[config.mk]
export PLATFORM = sky130hd
export DESIGN_NAME = ldtu_fifo_read_ctrl
export DESIGN_NICKNAME = d
export VERILOG_FILES = /design/src/rtl/ldtu_fifo_read_ctrl.sv
export SDC_FILE = /design/constraint.sdc
export NUM_CORES = 1
export LEC_CHECK = 0
export ABC_AREA = 1
export CORE_MARGIN = 10
export CORE_UTILIZATION = 49
export DETAILED_ROUTE_END_ITERATION = 6
export HOLD_SLACK_MARGIN = 0.03
export PLACE_DENSITY = 0.81
export SKIP_LAST_GASP = 1
export SLEW_MARGIN = 15
export SYNTH_ARGS = -nofsm -noshare
export SYNTH_HDL_FRONTEND = slang
export SYNTH_SLANG_ARGS = --single-unit
[constraint.sdc]
create_clock -name CLK -period 2.3 [get_ports CLK]
set_input_delay 0.23 -clock CLK [delete_from_list [all_inputs] [get_ports CLK]]
set_output_delay 0.23 -clock CLK [all_outputs]
set_load 0.03 [all_outputs]
[src/rtl/ldtu_fifo_read_ctrl.sv]
// Read-side scheduler for the LDTU output buffer: answers serializer word
// requests with SYNC words, IDLE words, or one popped FIFO word per request.
module ldtu_fifo_read_ctrl #(
  parameter int unsigned     Nbits_32  = 32,
  parameter logic [Nbits_32-1:0] IDLE_WORD = 32'hE0000000,
  parameter logic [Nbits_32-1:0] SYNC_WORD = 32'hEAAAAAAA,
  parameter int unsigned     CNT_BITS  = 16
) (
  input  logic                CLK,
  input  logic                rst_b,
  input  logic                sync_mode,
  input  logic                word_req,
  input  logic                fifo_empty,
  input  logic [Nbits_32-1:0] fifo_rd_data,
  output logic                fifo_rd_en,
  output logic [Nbits_32-1:0] DATA_out,
  output logic                data_valid,
  output logic [CNT_BITS-1:0] idle_cnt,
  output logic                req_overrun
);

  typedef enum logic [1:0] {StSync, StWait, StFetch, StLoad} state_e;

  state_e              state_q, state_d;
  logic [Nbits_32-1:0] data_out_q, data_out_d;
  logic                data_valid_q, data_valid_d;
  logic                rd_en_q, rd_en_d;
  logic [CNT_BITS-1:0] idle_cnt_q, idle_cnt_d;
  logic                overrun_q, overrun_d;

  // Next-state and next-output decision for the current state.
  always_comb begin
    state_d      = state_q;
    data_out_d   = data_out_q;
    data_valid_d = 1'b0;
    rd_en_d      = 1'b0;
    idle_cnt_d   = idle_cnt_q;
    overrun_d    = overrun_q;
    unique case (state_q)
      StSync: begin
        if (word_req) begin
          data_out_d   = SYNC_WORD;
          data_valid_d = 1'b1;
        end
        if (!sync_mode) state_d = StWait;
      end
      StWait: begin
        if (sync_mode) begin
          // Alignment takes precedence; a coincident request still gets SYNC.
          state_d = StSync;
          if (word_req) begin
            data_out_d   = SYNC_WORD;
            data_valid_d = 1'b1;
          end
        end else if (word_req) begin
          if (!fifo_empty) begin
            rd_en_d = 1'b1;
            state_d = StFetch;
          end else begin
            data_out_d   = IDLE_WORD;
            data_valid_d = 1'b1;
            if (idle_cnt_q != {CNT_BITS{1'b1}}) idle_cnt_d = idle_cnt_q + CNT_BITS'(1);
          end
        end
      end
      StFetch: begin
        // FIFO registers its output during this cycle; read data is valid in LOAD.
        if (word_req) overrun_d = 1'b1;
        state_d = StLoad;
      end
      StLoad: begin
        if (word_req) overrun_d = 1'b1;
        data_out_d   = fifo_rd_data;
        data_valid_d = 1'b1;
        state_d      = sync_mode ? StSync : StWait;
      end
      default: state_d = StSync;
    endcase
  end

  // State and registered outputs; async reset aborts any in-flight fetch.
  always_ff @(posedge CLK or negedge rst_b) begin
    if (!rst_b) begin
      state_q      <= StSync;
      data_out_q   <= SYNC_WORD;
      data_valid_q <= 1'b0;
      rd_en_q      <= 1'b0;
      idle_cnt_q   <= '0;
      overrun_q    <= 1'b0;
    end else begin
      state_q      <= state_d;
      data_out_q   <= data_out_d;
      data_valid_q <= data_valid_d;
      rd_en_q      <= rd_en_d;
      idle_cnt_q   <= idle_cnt_d;
      overrun_q    <= overrun_d;
    end
  end

  assign fifo_rd_en  = rd_en_q;
  assign DATA_out    = data_out_q;
  assign data_valid  = data_valid_q;
  assign idle_cnt    = idle_cnt_q;
  assign req_overrun = overrun_q;

endmodule

; After elaboration in Yosys (flattened, before gate mapping)
; Cells that the tools add are included.
[totals]
out_inout_bits = 51
ramBits = 0
romBits = 0
reg_bits = 53
mem_count = 0
latch_bits = 0
[op_classes]
shift = 0
magnitude_cmp = 0
n_mux = 20
n_div = 0
bitwise = 1
mul = 0
n_addsub = 1
eq_ne = 8
reduce_logical = 7
[ops]
columns = op, count
row1 = $mux W32, 4
row2 = $pmux W32 S3, 1
row3 = $add A16 B1 Y16 const B, 1
row4 = $ne A16 B16 Y1 const B, 1
row5 = $mux W1, 9
row6 = $ne A3 B3 Y1 const B, 3
row7 = $mux W2, 4
row8 = $pmux W2 S4, 1
row9 = $reduce_and A3 Y1, 2
row10 = $reduce_and A5 Y1, 1
row11 = $eq A2 B2 Y1 const B, 2
row12 = $pmux W1 S3, 1
row13 = $reduce_bool A3 Y1, 1
row14 = $eq A2 B1 Y1 const B, 1
row15 = $logic_not A2 Y1, 1
row16 = $ne A2 B2 Y1 const B, 1
row17 = $reduce_and A2 Y1, 1
row18 = $reduce_or A2 Y1, 1
row19 = $not A1 Y1, 1

; Longest topological paths before layout
[depth]
word_depth = 4
ltp_mapped = 10

; Least setup slack after synthesis
; Ideal clock, no wire load.
[synth_timing]
path_type = reg-to-reg
start = register idle_cnt_q[0] (netlist: idle_cnt[0])
end = register idle_cnt_q[15] (netlist: idle_cnt[15])
required_ns = 2.183
path_slack_ns = 0.528
path_stages_with_launch = 10
n_path_buf = 1
arrival_time_ns = 1.655
period_less_slack_ns = 1.772
cell_sequence = dfrtp_1 ha_1 nand3_1 clkinv_1 nand2_2 o21ai_4 inv_4 buf_6 nand2_1 nand2_1
[synth_via]
elab_chain_len = 2
elab_cells_between_ends = 3
cone_classes = add/sub: 1 / eq/ne: 1 / reduce/logical: 1
[synth_rtl]
columns = item, line
row1 = start: declaration, 28  ; logic [CNT_BITS-1:0] idle_cnt_q, idle_cnt_d;
row2 = start signal: assignment, 95  ; idle_cnt_q <= idle_cnt_d;
row3 = branches (longest 2 deep; another with $add A16 B1 Y16), -
; Several ways; the timed one is not identified.
; A chain may end at the register's enable or synchronous reset.

; Worst setup path after layout
; Ends and elaborated chain as after synthesis.

==> summary.md <==
| Metric | Value |
|---|---|
| Status | `finished, final reports clean` |
| LEAKAGE | `just under 0.002 µW` |
| Final Util | `0.646` |
| Remaining DRCs | `0` |
| Worst Tran Pin Value | `roughly 0.67 ns` |
| Clk buf depth | `2` |
| Sequential-to-total area share from yosys stat | `0.404` |
| Worst rel slew slack | `0.556` |
| Most common cell after layout, fill and taps aside | `nand2_1` |
| Combinational power share | `0.566` |
| F_max | `between 500 and 600 MHz` |
| Nets | `597` |
| Switching Fraction | `0.474` |
| PD cells | `approximately 1300 nW/µm²` |
| Num CTS Buffers | `5` |
| H-tree depth | `2` |
| WP depth | `8` |
| CTS Hold Buffers Added | `0` |
| Hold Crit Class | `input port to asynchronous set/reset pin` |
| Synthesized area | `~3300 µm²` |
| Crit path max fanout | `17` |
| Final ANT Viol Nets | `0` |
| GP Congestion | `0.832` |
| CP Class | `flip-flop to flip-flop` |
| Fraction of layout cells with a size suffix above 1 | `0.0847` |
| CTS tree | `yes` |
| Largest net degree at the start of global routing | `54` |
| DRT Pass-1 Iters | `5` |
| Maxcap violations | `0` |
| Number of diodes | `0` |
| DRT Wirelength | `9490 µm` |
| Core area | `approximately 6700 µm²` |
| Switching power | `approximately 2600 µW` |
| Cells after Synth | `476` |
| Period utilization | `0.846` |
| Die height | `between 100 and 150 µm` |
| Vias per inst | `5.35` |
| Setup TNS | `0 ns` |
| CP top delay family | `flip-flops` |
| DIE AREA | `10,500 µm²` |
| Wirelength per Cell | `14.9 µm` |
| Final hold vios | `0` |
| Initial Utilization | `0.496` |
| GR Overflow Total | `0` |
| Clk_lat worst skew | `0.32 ns` |
| Min Tclk post-route | `around 1.9 ns` |
| Internal power | `about 2900 µW` |
| Pins over their slew limit | `0` |
| Most frequent cells in the layout | `215 x nand2_1, 86 x clkdlybuf4s50_1, 46 x nor2_1` |
| Yosys Warn Count | `0` |
| Netlist cell types | `31` |
| DRT iter0 DRCs | `200` |
| Critical path origin | `idle_cnt[0]$_DFFE_PN0P_` |
| CP Capture Type | `flip-flop` |
| Clock sinks | `53` |
| Post-CTS Setup Inserts | `0` |
| CTS resizes | `0` |
| CP arrival | `between 2 and 2.5 ns` |
| Initial antenna violation count | `0` |
| Top cell type's share of synthesized area | `0.270` |
| Reg2Reg Launch Point | `idle_cnt[0]$_DFFE_PN0P_` |
| Startpoint class of the critical path | `flip-flop` |
| Seq cells post-synth | `53` |
| Reg2reg path depth | `8` |
| Post-synthesis area per instance | `about 7 µm²` |
| Slowest CP cell | `dfrtp_1` |
| DR vias | `around 3,400` |
| Main area contributors after synthesis | `dfrtp_1 27%, nand2_1 24%, dfstp_2 13%` |
| Fin Clk Skew | `between 0.015 and 0.02 ns` |
| Fill cell count | `591` |
| Vias in the first global route | `3,221` |
| Die W | `slightly above 100 µm` |
| Area after DPL | `about 4200 µm²` |
| Peak VDD IR | `0.000610 V` |
| # setup viols final | `0` |
| Synth area leader | `dfrtp_1` |
| Total GRT Usage | `0.182` |
| Dpl hpwl | `6670 µm` |
| Clock share of power | `0.122` |
| Crit path required time | `2.51 ns` |
| Root buffer cell | `clkbuf_8` |
| Flop pwr share | `0.311` |
| Tot Pwr | `between 5000 and 6000 µW` |
| Area Growth Syn to Fin | `30.1%` |
| # rows | `30` |
| Syn Nets | `519` |
| Hold Slack | `~0.026 ns` |
| I/O pin total | `a little under 90` |
| Unrepaired setup endpoints after global routing | `false` |
| First-pass GRT wire length | `roughly 16,000 µm` |
| Design Area, Final | `about 4300 µm²` |
| Clock transition at path regs | `about 0.10 ns` |
| Port Buffers | `87` |
| CP dominant cell by count | `nand2_1` |
| Crit path cell chain | `ha_1, nand3_1, clkinv_1, nand2_2, o21ai_4, inv_4, nand2_1, nand2_1` |
| CP max stage delay | `about 0.46 ns` |
| Worst path bufs/invs | `2` |
==> power groups by stage <==
stage                     registers (µW)  logic (µW)  clock network, µW
after floorplan                     2320        1460                  0
after global placement              1700        3060                  0
after detailed placement            1720        3110                  0
after CTS                           1700        3120                676
after global routing                1770        3400                716
final                               1710        3110                672
==> sequential cells by signal, indices dropped and copies added, names as in the netlist, named ones only <==
signal       cells
DATA_out        32
idle_cnt        16
data_valid       1
fifo_rd_en       1
req_overrun      1
state_q          1
==> path summary, 6_finish.rpt <==
kind	to	slack, ns
setup / recovery	idle_cnt[15]$_DFFE_PN0P_	0.35
hold / removal	idle_cnt[9]$_DFFE_PN0P_	0.03
setup reg to reg	idle_cnt[15]$_DFFE_PN0P_	0.35
hold reg to reg	DATA_out[3]$_DFFE_PN1P_	0.48
max in group asynchronous	idle_cnt[12]$_DFFE_PN0P_	1.83
min in group CLK	DATA_out[3]$_DFFE_PN1P_	0.48
==> layer usage <==
metal / global-route usage / routed length, µm / up-vias
met4: 0.0466 / 129 / 0
met3: 0.0570 / 950 / 15
met1: 0.229 / 3970 / 1568
met5: 0 / 0 / -
li1: - / - / 1691
met2: 0.295 / 4440 / 123
==> layout make-up <==
cell class	count	area [µm²]	share of cell area
clock inverters	1	30.0	0.00692
repair buffers	98	948	0.219
inverters	22	87.6	0.0202
multi-input cells	374	1740	0.401
well taps	80	100	0.0231
flip-flops and latches	53	1350	0.311
clock buffers	7	86.3	0.0199
==> worst register-to-register path: stages, from the launching register on <==
cell      delay [ns]
dfrtp_1         0.46
ha_1            0.28
nand3_1         0.14
clkinv_1        0.11
nand2_2         0.09
o21ai_4         0.43
inv_4           0.16
nand2_1         0.11
nand2_1         0.05
==> Yosys cell counts, drive strengths merged <==
cell type  count
a21oi          4
buf           19
clkbuf         8
clkinv         3
dfrtp         36
dfstp         17
ha             6
inv           19
nand2        218
nand3         21
nand3b         1
nand4         33
nor2          47
nor2b          1
nor3           2
o211ai        13
o21a           2
o21ai         17
o21bai         2
xnor2          6
xor2           1
==> kinds of logic (layout without fill, tap and decap cells) <==
family	count (synthesis)	in the layout	share of synthesized area
flops	53	53	0.404
fa+ha+maj	6	6	0.0225
buf+inv	49	128	0.0754
compound gates	38	38	0.0731
xor+xnor	7	7	0.0184
simple gates	323	323	0.407
==> stage by stage <==
| step | std cells | setup WS, ns |
|---|---|---|
| after global placement | 627 | 0.429 |
| final | 635 | 0.355 |
| after global routing | 635 | 0.158 |
| after floorplan | 476 | 0.528 |
| after CTS | 635 | 0.357 |
| after detailed placement | 627 | 0.377 |
(Power assumes the default switching activity.)
